--- config.mk ---
export PLATFORM = sky130hd
export DESIGN_NAME = ysyx_25010008_lsu
export DESIGN_NICKNAME = d
export VERILOG_FILES = /design/src/rtl/ysyx_25010008_lsu_pkg.sv /design/src/rtl/ysyx_25010008_lsu_align.sv /design/src/rtl/ysyx_25010008_lsu.sv
export SDC_FILE = /design/constraint.sdc
export NUM_CORES = 1
export LEC_CHECK = 0
export BUFFER_PORTS_ARGS = -buffer_cell sky130_fd_sc_hd__buf_2
export CORE_UTILIZATION = 51
export CTS_CLUSTER_DIAMETER = 50
export DETAILED_ROUTE_END_ITERATION = 10
export GPL_ROUTABILITY_DRIVEN = 0
export PLACE_DENSITY = 0.86
export SYNTH_ARGS = -nofsm -noshare
export SYNTH_HDL_FRONTEND = slang
export SYNTH_SLANG_ARGS = --single-unit
--- constraint.sdc ---
create_clock -name clk -period 2.9 [get_ports clk]
set_input_delay 0.145 -clock clk [delete_from_list [all_inputs] [get_ports clk]]
set_output_delay 0.145 -clock clk [all_outputs]
set_load 0.01 [all_outputs]
--- src/rtl/ysyx_25010008_lsu_pkg.sv ---
// Shared LSU definitions: access size encodings, AXI response code, alignment helper.
package ysyx_25010008_lsu_pkg;

    localparam logic [1:0] SZ_B      = 2'd0;
    localparam logic [1:0] SZ_H      = 2'd1;
    localparam logic [1:0] SZ_W      = 2'd2;
    localparam logic       RESP_OKAY = 1'b0;

    // Size code 3 falls into the word case on purpose.
    function automatic logic misaligned(input logic [1:0] size, input logic [1:0] off);
        logic mis;
        case (size)
            SZ_B:    mis = 1'b0;
            SZ_H:    mis = off[0];
            default: mis = (off != 2'b00);
        endcase
        return mis;
    endfunction

endpackage

--- src/rtl/ysyx_25010008_lsu_align.sv ---
// Byte-lane steering: store data/strobe shift and load extract + sign/zero extension.
// Latency: purely combinational.
// Backpressure: none, no state.
module ysyx_25010008_lsu_align
    import ysyx_25010008_lsu_pkg::*;
(
    input  logic [1:0]  st_off,
    input  logic [1:0]  st_size,
    input  logic [31:0] st_data,
    output logic [31:0] st_wdata,
    output logic [3:0]  st_wstrb,
    input  logic [1:0]  ld_off,
    input  logic [1:0]  ld_size,
    input  logic        ld_unsigned,
    input  logic [31:0] ld_raw,
    output logic [31:0] ld_data
);

    logic [3:0]  strb_base;
    logic [31:0] ld_shift;

    always_comb begin
        case (st_size)
            SZ_B:    strb_base = 4'b0001;
            SZ_H:    strb_base = 4'b0011;
            default: strb_base = 4'b1111;
        endcase
        st_wstrb = strb_base << st_off;
        st_wdata = st_data << {st_off, 3'b000};
    end

    always_comb begin
        ld_shift = ld_raw >> {ld_off, 3'b000};
        case (ld_size)
            SZ_B:    ld_data = ld_unsigned ? {24'b0, ld_shift[7:0]}
                                           : {{24{ld_shift[7]}}, ld_shift[7:0]};
            SZ_H:    ld_data = ld_unsigned ? {16'b0, ld_shift[15:0]}
                                           : {{16{ld_shift[15]}}, ld_shift[15:0]};
            default: ld_data = ld_shift;
        endcase
    end

endmodule

--- src/rtl/ysyx_25010008_lsu.sv ---
// Load/store unit bridging EXU requests to an AXI-lite master, one transaction at a time.
// Latency: load >= 3 cycles accept-to-out_valid; misaligned rejects answer 1 cycle after accept.
// Backpressure: in_ready only in IDLE; response held in RESP until out_ready.
module ysyx_25010008_lsu
    import ysyx_25010008_lsu_pkg::*;
#(
    parameter int unsigned CHECK_ALIGN = 1
) (
    input  logic        clk,
    input  logic        rst,
    input  logic        in_valid,
    output logic        in_ready,
    input  logic        in_wen,
    input  logic [31:0] in_addr,
    input  logic [31:0] in_wdata,
    input  logic [1:0]  in_size,
    input  logic        in_unsigned,
    output logic        out_valid,
    input  logic        out_ready,
    output logic [31:0] out_rdata,
    output logic        out_err,
    output logic [31:0] araddr,
    output logic        arvalid,
    input  logic        arready,
    output logic        rready,
    input  logic [31:0] rdata,
    input  logic        rresp,
    input  logic        rvalid,
    output logic [31:0] awaddr,
    output logic        awvalid,
    input  logic        awready,
    output logic [31:0] wdata,
    output logic [31:0] wstrb,
    output logic        wvalid,
    input  logic        wready,
    output logic        bready,
    input  logic        bresp,
    input  logic        bvalid
);

    typedef enum logic [2:0] {
        IDLE, RADDR, RDATA, WADDR_DATA, WRESP, RESP
    } state_t;

    state_t      state, state_nxt;
    logic        aw_done, aw_done_nxt;
    logic        w_done, w_done_nxt;
    logic        accept, reject;
    logic [31:0] addr_q;
    logic [1:0]  size_q;
    logic        unsigned_q;
    logic [3:0]  wstrb_q;
    logic [31:0] st_wdata, ld_data;
    logic [3:0]  st_wstrb;

    ysyx_25010008_lsu_align u_align (
        .st_off      (in_addr[1:0]),
        .st_size     (in_size),
        .st_data     (in_wdata),
        .st_wdata    (st_wdata),
        .st_wstrb    (st_wstrb),
        .ld_off      (addr_q[1:0]),
        .ld_size     (size_q),
        .ld_unsigned (unsigned_q),
        .ld_raw      (rdata),
        .ld_data     (ld_data)
    );

    assign in_ready = (state == IDLE);
    assign araddr   = {addr_q[31:2], 2'b00};
    assign awaddr   = {addr_q[31:2], 2'b00};
    assign wstrb    = {28'b0, wstrb_q};

    always_comb begin
        state_nxt   = state;
        aw_done_nxt = aw_done;
        w_done_nxt  = w_done;
        accept      = 1'b0;
        reject      = 1'b0;
        case (state)
            IDLE: begin
                if (in_valid) begin
                    accept = 1'b1;
                    reject = (CHECK_ALIGN != 0) && misaligned(in_size, in_addr[1:0]);
                    if (reject)      state_nxt = RESP;
                    else if (in_wen) state_nxt = WADDR_DATA;
                    else             state_nxt = RADDR;
                end
            end
            RADDR: if (arready) state_nxt = RDATA;
            RDATA: if (rvalid)  state_nxt = RESP;
            WADDR_DATA: begin
                if (awvalid && awready) aw_done_nxt = 1'b1;
                if (wvalid && wready)   w_done_nxt  = 1'b1;
                if (aw_done_nxt && w_done_nxt) begin
                    state_nxt   = WRESP;
                    aw_done_nxt = 1'b0;
                    w_done_nxt  = 1'b0;
                end
            end
            WRESP: if (bvalid)    state_nxt = RESP;
            RESP:  if (out_ready) state_nxt = IDLE;
            default: state_nxt = IDLE;
        endcase
    end

    // Handshake outputs are flops loaded from the next state, so AXI inputs never reach them combinationally.
    always_ff @(posedge clk or negedge rst) begin
        if (!rst) begin
            state      <= IDLE;
            aw_done    <= 1'b0;
            w_done     <= 1'b0;
            arvalid    <= 1'b0;
            rready     <= 1'b0;
            awvalid    <= 1'b0;
            wvalid     <= 1'b0;
            bready     <= 1'b0;
            out_valid  <= 1'b0;
            out_rdata  <= 32'b0;
            out_err    <= 1'b0;
            addr_q     <= 32'b0;
            size_q     <= SZ_B;
            unsigned_q <= 1'b0;
            wdata      <= 32'b0;
            wstrb_q    <= 4'b0;
        end else begin
            state     <= state_nxt;
            aw_done   <= aw_done_nxt;
            w_done    <= w_done_nxt;
            arvalid   <= (state_nxt == RADDR);
            rready    <= (state_nxt == RDATA);
            awvalid   <= (state_nxt == WADDR_DATA) && !aw_done_nxt;
            wvalid    <= (state_nxt == WADDR_DATA) && !w_done_nxt;
            bready    <= (state_nxt == WRESP);
            out_valid <= (state_nxt == RESP);
            if (accept) begin
                addr_q     <= in_addr;
                size_q     <= in_size;
                unsigned_q <= in_unsigned;
                if (in_wen) begin
                    wdata   <= st_wdata;
                    wstrb_q <= st_wstrb;
                end
                if (reject) begin
                    out_rdata <= 32'b0;
                    out_err   <= 1'b1;
                end
            end
            if (state == RDATA && rvalid) begin
                out_rdata <= ld_data;
                out_err   <= (rresp != RESP_OKAY);
            end
            if (state == WRESP && bvalid) begin
                out_rdata <= 32'b0;
                out_err   <= (bresp != RESP_OKAY);
            end
        end
    end

endmodule

Word level (Yosys, flattened, before mapping)

Index checks and enable logic that the tools add are counted.

Add/sub/neg operators: 0
Div/mod/pow operators: 0
Shift-type cells: 3
$mul: 0
Reductions and logical operators: 17
Muxes and demuxes: 36
Magnitude comparators: 0
Eq/ne operators: 12
Bitwise logic cells: 0

Operators with widths:

| cell                                                | number |
|---|---|
| two-way mux 32 bit                                  | 6 |
| one-hot mux 32 bit (2 select lines)                 | 1 |
| << shifter 32 x 5 -> 32 bit                         | 1 |
| >> shifter 32 x 5 -> 32 bit                         | 1 |
| two-way mux 3 bit                                   | 7 |
| two-way mux 1 bit                                   | 18 |
| one-hot mux 3 bit (6 select lines)                  | 1 |
| equality test 3 x 2 -> 1 bit, second input constant | 4 |
| equality test 3 bit, second input constant          | 4 |
| one-hot mux 4 bit (2 select lines)                  | 1 |
| logical AND 1 bit                                   | 7 |
| equality test 3 x 1 -> 1 bit, second input constant | 2 |
| nonzero test 3 bit                                  | 2 |
| equality test 2 x 1 -> 1 bit, second input constant | 2 |
| zero test 2 bit                                     | 2 |
| AND reduction 2 bit                                 | 2 |
| << shifter 4 x 2 -> 4 bit                           | 1 |
| zero test 3 bit                                     | 1 |
| zero test 1 bit                                     | 2 |
| two-way mux 2 bit                                   | 1 |
| one-hot mux 1 bit (2 select lines)                  | 1 |
| nonzero test 2 bit                                  | 1 |

Bits in read-only memories: 0
Input port bits: 111
Logic and storage cells: 84
Memories kept: 0
Output and inout port bits: 168
Latch bits: 0
Bits in writable memories: 0
Register bits after elaboration: 115

Logic depth before layout (Yosys ltp)

Gate-level depths: netlist of run 1.

Depth in word-level cells: 10
Depth in mapped cells: 8
Gate-level depth less buffers: 6

Hierarchy

From an unflattened synthesis of run 1, not the netlist that was laid out.

Cells, all modules: 566
Area total of the unflattened synthesis: 6459.9 um^2

Modules (own cells, without submodules):

| module                  | instances | cells each | area an instance (um^2) |
|---|---|---|---|
| ysyx_25010008_lsu       | 1         | 375        | 5153.7 |
| ysyx_25010008_lsu_align | 1         | 191        | 1306.3 |

Worst setup path after synthesis of run 1

No wires, ideal clock.

Kind: flip-flop to flip-flop
Start: register state[1]
End: register addr_q[10]
Path buffers: 3
Period minus slack after synthesis: 1.740 ns
Stages on the path, launching flop included: 6
Arrival: 1.615 ns
Slack: 1.160 ns
Path through: dfrtp_1 -> buf_2 -> nor4b_2 -> buf_2 -> buf_2 -> mux2_2

Word-level cells in the longest chain between the ends: 2

Ends and longest elaborated chain:

| element                | line                     | source |
|---|---|---|
| start, declared        | ysyx_25010008_lsu.sv:45  | `state_t state, state_nxt;` |
| start signal, assigned | ysyx_25010008_lsu.sv:127 | `state <= state_nxt;` |
| zero test 3 bit        | ysyx_25010008_lsu.sv:80  | `case (state)` |
| two-way mux 1 bit      | ysyx_25010008_lsu.sv:80  |  |
| end signal, assigned   | ysyx_25010008_lsu.sv:137 | `addr_q <= in_addr;` |
| end, declared          | ysyx_25010008_lsu.sv:49  | `logic [31:0] addr_q;` |

No other way between the ends.
A chain may end at the register's enable or synchronous reset.

Worst setup path after layout of run 1

Start: register state[0]
End: register out_rdata[27]

Word-level cells in the longest chain between the ends: 4

Ends and longest elaborated chain:

| element                                                                    | line                     | source |
|---|---|---|
| zero test 3 bit (tied with other cells)                                    | ysyx_25010008_lsu.sv:80  |  |
| two-way mux 1 bit (tied with other cells)                                  | ysyx_25010008_lsu.sv:80  |  |
| nonzero test 3 bit (no line) / two-way mux 32 bit (equally long branches)  | -                        |  |
| AND reduction 2 bit (no line) / two-way mux 32 bit (equally long branches) | -                        |  |
| end signal, assigned                                                       | ysyx_25010008_lsu.sv:150 | `out_rdata <= ld_data;` |
| end, declared                                                              | ysyx_25010008_lsu.sv:20  | `output logic [31:0] out_rdata,` |

Several ways; a longest one is shown, not always the timed one.

==> impl_metrics.py, run 1 <==
metrics = {
    "status": {
        "status": "complete, but fails checks",
        "violations": "DRC",
    },
    "clocking": {
        "ctsHtreeMaxLevel": 4,
        "clockBufferDepth": 2,
        "cts_buffers": 17,
        "clkTransAtPathRegs_ns": 0.06,
        "postCtsResizedCells": 0,
        "clockRootBuffer": "clkbuf_16",
        "numClockSinks": 115,
        "clock_latency_ns": 0.41,
        "cts_tree": "done",
    },
    "power": {
        "p_comb_frac": 0.404,
        "clock_power_share": 0.255,
        "p_leak_nw": 4.05,
        "seq_power_share": 0.340,
        "p_int_mw": 5.41,
        "ir_drop_uv": 704,
        "p_sw_frac": 0.363,
        "pwr_density_cell_mw_per_mm2": 1080,
        "switchingPower_mw": 3.09,
    },
    "setup_path": {
        "crit_path_start_kind": "flip-flop",
        "path_buf_inv": 2,
        "crit_path_max_fanout": 11,
        "crit_top_cell": "buf_4",
        "crit_family": "simple AND/OR/NAND/NOR gates",
        "crit_required_ns": 3.24,
        "critPathKind": "flip-flop to flip-flop",
        "cpMaxStageDelayCell": "dfrtp_1",
        "cp.arrival_ns": 2.43,
        "setup.worst_path.end_class": "flip-flop",
        "critical_path.max_stage_delay_ns": 0.50,
        "worstPathCellList": "nand4bb_1 > buf_4 > nor3b_2 > buf_4 > nor2b_1 > a221o_1",
    },
    "placed_design": {
        "post_dp_cell_area_mm2": 0.00686,
        "hpwl_um": 10400,
        "port_buffers": 246,
    },
    "logic_synthesis": {
        "synth_top_family_by_area": "multiplexers",
        "synth-simple-area-share": 0.0894,
        "ys_types": 40,
        "synth_compound_area_frac": 0.135,
        "syn_avg_cell_area_um2": 10.6,
        "syn_inst": 569,
        "synth_edf_count": 0,
        "muxShareOfSynthArea": 0.153,
        "synthXorXnorAreaFrac": 0,
        "yosysSeqAreaShare": 0.475,
        "async_flop_share": 1.00,
        "synthAdderAreaFrac": 0,
        "synthFlopType": "dfrtp_1",
        "synth-seq-cells": 115,
        "yosysWarningCount": 0,
        "synthesis.area_mm2": 0.00606,
    },
    "drt": {
        "wl_met2_um": 7750,
        "met1Wirelength_um": 6070,
        "drt-initial-drc-count": 459,
        "drc": 32,
        "num_vias": 4967,
        "highest_layer": "met4",
        "avgViaCountPerCell": 5.23,
        "totalWireLength_um": 15200,
        "drtPass1Iterations": 8,
        "routedWlPerCell_um": 16.0,
        "postRouteAntennaNets": 0,
        "met3_length_um": 1080,
    },
    "run": {
        "maxCapViolCount": 0,
    },
    "global_route": {
        "first_global_vias": 4891,
        "gr-total-overflow": 0,
        "antenna_found_initial": 0,
        "gr-usage-all-layers": 0.255,
        "grt_max_degree": 51,
        "grt_pass1_wl_um": 24300,
    },
    "floorplanning": {
        "die_area_mm2": 0.0123,
        "ios": 279,
        "rows": 39,
        "die_h_um": 111,
        "dieWidth_um": 111,
        "initial_core_util": 0.526,
        "core_area_mm2": 0.0115,
    },
    "final_layout": {
        "diodes": 0,
        "drive_gt1_frac": 0.444,
        "multiInputGateArea_mm2": 0.00243,
        "fin_area_mm2": 0.00788,
        "area_growth_pct": 30.1,
        "seqCellArea_mm2": 0.00288,
        "num-fill-cells": 895,
        "nNetsFinal": 904,
    },
    "timing": {
        "relSlewSlack": 0.416,
        "period_share": 0.719,
        "rsz0062_at_grt": "false",
        "hold_viol": 0,
        "tightest_slew_ns": 0.869,
        "slew_viol_final": 0,
        "fin_setup_tns_ns": 0,
        "fin_crit_ns": 2.09,
        "finalClockSkew_ns": 0.00804,
        "setup_violations": 0,
        "fmax_mhz": 480,
    },
    "worst_hold_path": {
        "hold_class": "input port to flip-flop",
    },
}
==> cell families (layout without fill, tap and decap cells) <==
group	after synthesis	in the layout
buffers and inverters	132	338
DFF	115	115
muxes	84	84
and+or+nand+nor	112	112
AOI/OAI and AO/OA	125	125
other	1	32
==> layout by cell type, fill, tap and decap left out, types with 2 or more instances in the layout <==
cell type and count:
buf_2 245, dfrtp_1 115, nand2_1 64, mux2_2 51, o21ai_0 42, dlygate4sd3_1 41
conb_1 32, mux2i_1 31, a21oi_1 29, nor2_1 17, clkbuf_16 17, a221o_1 16
buf_4 15, nor2b_1 14, o31ai_1 10, a211oi_1 8, a22o_1 8, clkinv_2 6
inv_1 4, bufinv_16 4, nor3_1 3, a21o_1 3, clkinvlp_4 3, nand3b_1 2
or2_2 2, a31oi_1 2, nor3b_2 2, o22ai_1 2, clkinv_4 2
==> cells in the mapped netlist (7+ instances only) <==
master | count | area [um^2]
a21oi_1 | 29 | 145
mux2_2 | 51 | 574
buf_1 | 7 | 26.3
nand2_1 | 65 | 244
o21ai_0 | 42 | 210
nor2_1 | 17 | 63.8
o31ai_1 | 10 | 75.1
mux2i_1 | 31 | 310
a211oi_1 | 8 | 60.1
clkbuf_1 | 9 | 33.8
buf_4 | 93 | 698
dfrtp_1 | 115 | 2880
a22o_1 | 8 | 70.1
buf_2 | 16 | 80.1
a221o_1 | 16 | 160
nor2b_1 | 14 | 87.6
==> state kept, by name, indices dropped and copies added (netlist names), 2 cells and up <==
register,count
addr_q,32
out_rdata,32
wdata,32
wstrb_q,4
state,3
size_q,2
==> power by group through the flow <==
stage | Sequential (mW) | Clock [mW] | Combinational (mW)
floorplan | 3.01 | 0 | 2.48
global placement | 2.87 | 0 | 3.29
detailed placement | 2.90 | 0 | 3.36
CTS | 2.88 | 2.19 | 3.41
global route | 3.00 | 2.29 | 3.72
finish | 2.89 | 2.17 | 3.43
==> per-stage QoR <==
step	util	total power, mW	setup WS, ns	instances	hold WS, ns
floorplan	-	5.49	1.16	600	-0.151
global placement	0.595	6.16	0.924	876	0.181
detailed placement	0.595	6.26	0.847	876	0.187
CTS	0.684	8.49	0.844	949	0.00222
global route	0.684	9.00	0.651	949	0.00139
finish	0.684	8.50	0.815	949	0.0164
==> metal layers <==
layer / vias to the layer above / global-route usage
li1: 2317 / -
met1: 2365 / 0.309
met2: 255 / 0.432
met3: 30 / 0.0678
met4: 0 / 0.101
met5: - / 0
==> worst reg2reg max path, stage by stage (launching register included) <==
cell       delay [ns]
dfrtp_1          0.50
nand4bb_1        0.24
buf_4            0.19
nor3b_2          0.18
buf_4            0.19
nor2b_1          0.47
a221o_1          0.25
==> what timing repair did <==
| item | 4_1_cts | 5_1_grt |
|---|---|---|
| hold buffers | 41 | 0 |
| hold endpoints to repair | 82 | 0 |
| buffers inserted | 0 | 0 |
==> final timing paths <==
| kind | startpoint | endpoint | slack [ns] | cells after the start |
|---|---|---|---|---|
| max | state[0] | out_rdata[27] | 0.81 | 6 |
| min | in_wdata[2] | wdata[2] | 0.02 | 3 |
| max reg2reg | state[0] | out_rdata[27] | 0.81 | 6 |
| min reg2reg | wdata[21] | wdata[21] | 0.47 | 2 |
| max in group asynchronous | rst | wdata[24] | 1.85 | 3 |
| min in group asynchronous | rst | out_rdata[19] | 0.28 | 2 |
==> area by class of cell <==
cell class,instances,share of cell area
clock buffer,17,0.0540
tap,143,0.0227
multi-input combinational,353,0.308
timing repair buffer,302,0.224
inverter,4,0.00190
clock inverter,15,0.0241
sequential,115,0.365
Power figures use the tool's default switching activity.
==> run 2, diff against run 1 <==
--- a/config.mk
+++ b/config.mk
@@ -6,11 +6,11 @@
 export NUM_CORES = 1
 export LEC_CHECK = 0
 export BUFFER_PORTS_ARGS = -buffer_cell sky130_fd_sc_hd__buf_2
-export CORE_UTILIZATION = 51
+export CORE_UTILIZATION = 47
 export CTS_CLUSTER_DIAMETER = 50
 export DETAILED_ROUTE_END_ITERATION = 10
 export GPL_ROUTABILITY_DRIVEN = 0
-export PLACE_DENSITY = 0.86
+export PLACE_DENSITY = 0.8
 export SYNTH_ARGS = -nofsm -noshare
 export SYNTH_HDL_FRONTEND = slang
 export SYNTH_SLANG_ARGS = --single-unit
==> constraint.sdc (replaced) <==
create_clock -name clk -period 2 [get_ports clk]
set_input_delay 0.1 -clock clk [delete_from_list [all_inputs] [get_ports clk]]
set_output_delay 0.1 -clock clk [all_outputs]
set_load 0.01 [all_outputs]
==> impl_metrics.py, run 2 (synthesis results as in run 1) <==
metrics = {
    "clocking": {
        "cts_buffers": 17,
        "cts_tree": "done",
        "ctsHtreeMaxLevel": 4,
        "clock_latency_ns": 0.41,
        "numClockSinks": 115,
        "clkTransAtPathRegs_ns": 0.05,
        "clockRootBuffer": "clkbuf_16",
        "clockBufferDepth": 2,
    },
    "floorplanning": {
        "initial_core_util": 0.482,
        "rows": 41,
        "core_area_mm2": 0.0126,
        "die_area_mm2": 0.0133,
        "dieWidth_um": 116,
        "ios": 279,
        "die_h_um": 116,
    },
    "drt": {
        "drt-initial-drc-count": 351,
        "drtPass1Iterations": 5,
        "routedWlPerCell_um": 15.5,
        "postRouteAntennaNets": 0,
        "drc": 0,
        "totalWireLength_um": 15500,
        "num_vias": 5050,
        "avgViaCountPerCell": 5.03,
    },
    "global_route": {
        "antenna_found_initial": 2,
        "grt_pass1_wl_um": 23800,
        "first_global_vias": 4801,
        "gr-total-overflow": 0,
        "gr-usage-all-layers": 0.235,
        "grt_max_degree": 65,
    },
    "power": {
        "clock_power_share": 0.221,
        "p_comb_frac": 0.435,
        "p_int_mw": 7.62,
        "p_leak_nw": 4.17,
        "p_sw_frac": 0.369,
        "seq_power_share": 0.344,
        "pwr_density_cell_mw_per_mm2": 1480,
        "ir_drop_uv": 755,
        "switchingPower_mw": 4.45,
    },
    "timing": {
        "setup_violations": 0,
        "tightest_slew_ns": 0.691,
        "finalClockSkew_ns": 0.00637,
        "slew_viol_final": 0,
        "hold_viol": 0,
        "period_share": 0.968,
        "fin_crit_ns": 1.94,
        "fmax_mhz": 516,
        "relSlewSlack": 0.539,
        "worst_slack_ns": 0.0637,
    },
    "setup_path": {
        "worstPathCellList": "nand4bb_2 > buf_4 > o22ai_1 > dlygate4sd3_1 > a21oi_1",
        "critical_path.max_stage_delay_ns": 0.57,
        "crit_family": "buffers and inverters",
        "rr_worst_depth": 5,
        "crit_path_max_fanout": 9,
        "r2r_slack_ns": 0.06,
        "critPathKind": "flip-flop to flip-flop",
        "crit_path_start": "state[2]",
        "cpMaxStageDelayCell": "dlygate4sd3_1",
        "crit_cells": 5,
        "r2r_start": "state[2]",
        "cp.arrival_ns": 2.23,
        "path_buf_inv": 2,
        "crit_required_ns": 2.30,
        "rr_endpoint": "out_err",
        "setup.worst_path.end_class": "flip-flop",
        "crit_path_start_kind": "flip-flop",
    },
    "placed_design": {
        "post-place-ws_ns": -0.213,
        "port_buffers": 246,
        "post_dp_cell_area_mm2": 0.00699,
        "hpwl_um": 10500,
    },
    "final_layout": {
        "layout_commonest_cell": "buf_2",
        "area_growth_pct": 34.6,
        "reg.largest.list": "addr_q x32, out_rdata x32, wdata x32",
        "final_util": 0.649,
        "fin_area_mm2": 0.00815,
        "final_cell_mix": "buf_2, dfrtp_1, nand2_1, dlygate4sd3_1, mux2_2",
        "diodes": 0,
        "seqCellArea_mm2": 0.00288,
        "drive_gt1_frac": 0.445,
        "nNetsFinal": 931,
        "multiInputGateArea_mm2": 0.00247,
        "num-fill-cells": 995,
    },
    "status": {
        "status": "completed",
    },
    "worst_hold_path": {
        "hold_depth": 3,
        "whs_endpoint": "wdata[22]",
        "hp-start": "in_wdata[14]",
        "hold_class": "input port to flip-flop",
    },
    "run": {
        "maxCapViolCount": 0,
    },
}
[run 2: cell count changes in the layout (fill, tap and decap cells not counted), sizes merged]
cell         delta
clkinvlp        -3
buf            +11
bufinv          -4
clkbuf          +7
clkinv          -2
dlygate4sd3    +15
a21oi           +1
[run 2: layout make-up]
class,instances,area share
clock buffers,24,0.0603
clock inverters,6,0.00368
inverters,4,0.00184
multi-input cells,354,0.303
flip-flops and latches,115,0.353
well taps,172,0.0264
repair buffers,328,0.252
[run 2: worst max path at each step]
stage	slack (ns)	endpoint
finish	0.06	out_err
global route	-0.01	out_err
CTS	0.008	out_rdata[24]
detailed placement	-0.21	out_rdata[12]
global placement	-0.14	out_rdata[12]
floorplan	0.26	addr_q[10]
[run 2: per-stage QoR]
step | power [mW] | cells | setup TNS [ns] | hold WS [ns]
floorplan | 7.96 | 600 | 0 | -0.196
global placement | 9.06 | 915 | -1.21 | 0.0490
detailed placement | 9.18 | 915 | -2.94 | 0.0521
CTS | 12.0 | 1001 | 0 | 0.00743
global route | 12.9 | 1003 | -0.0116 | 0.0424
finish | 12.1 | 1003 | 0 | 0.0325
[run 2: repair_timing]
action | in CTS | in global routing
setup endpoints to repair | 40 | 34
endpoints found under the hold margin | 151 | 0
hold buffers | 56 | 0
gates cloned | 0 | 1
setup buffers | 0 | 1
pin swaps | 0 | 1
gates resized for setup | 2 | 10
[run 2: power groups by stage]
stage,combinational (mW),clock [mW],sequential [mW]
after floorplan,3.59,0,4.37
after global placement,4.93,0,4.13
after detailed placement,5.01,0,4.16
after CTS,5.15,2.72,4.15
after global routing,5.76,2.82,4.31
final,5.25,2.66,4.15
[run 2: worst register-to-register path, cell delays in order (launching register included)]
cell           delay [ns]
dfrtp_1              0.48
nand4bb_2            0.37
buf_4                0.23
o22ai_1              0.14
dlygate4sd3_1        0.57
a21oi_1              0.04
[run 2: metal layers]
layer | vias up | wire length [um] | global-route usage
met5 | - | 25 | 0
met4 | 4 | 240 | 0.0900
met3 | 27 | 963 | 0.0675
met2 | 240 | 7830 | 0.394
met1 | 2399 | 6460 | 0.286
li1 | 2380 | - | -
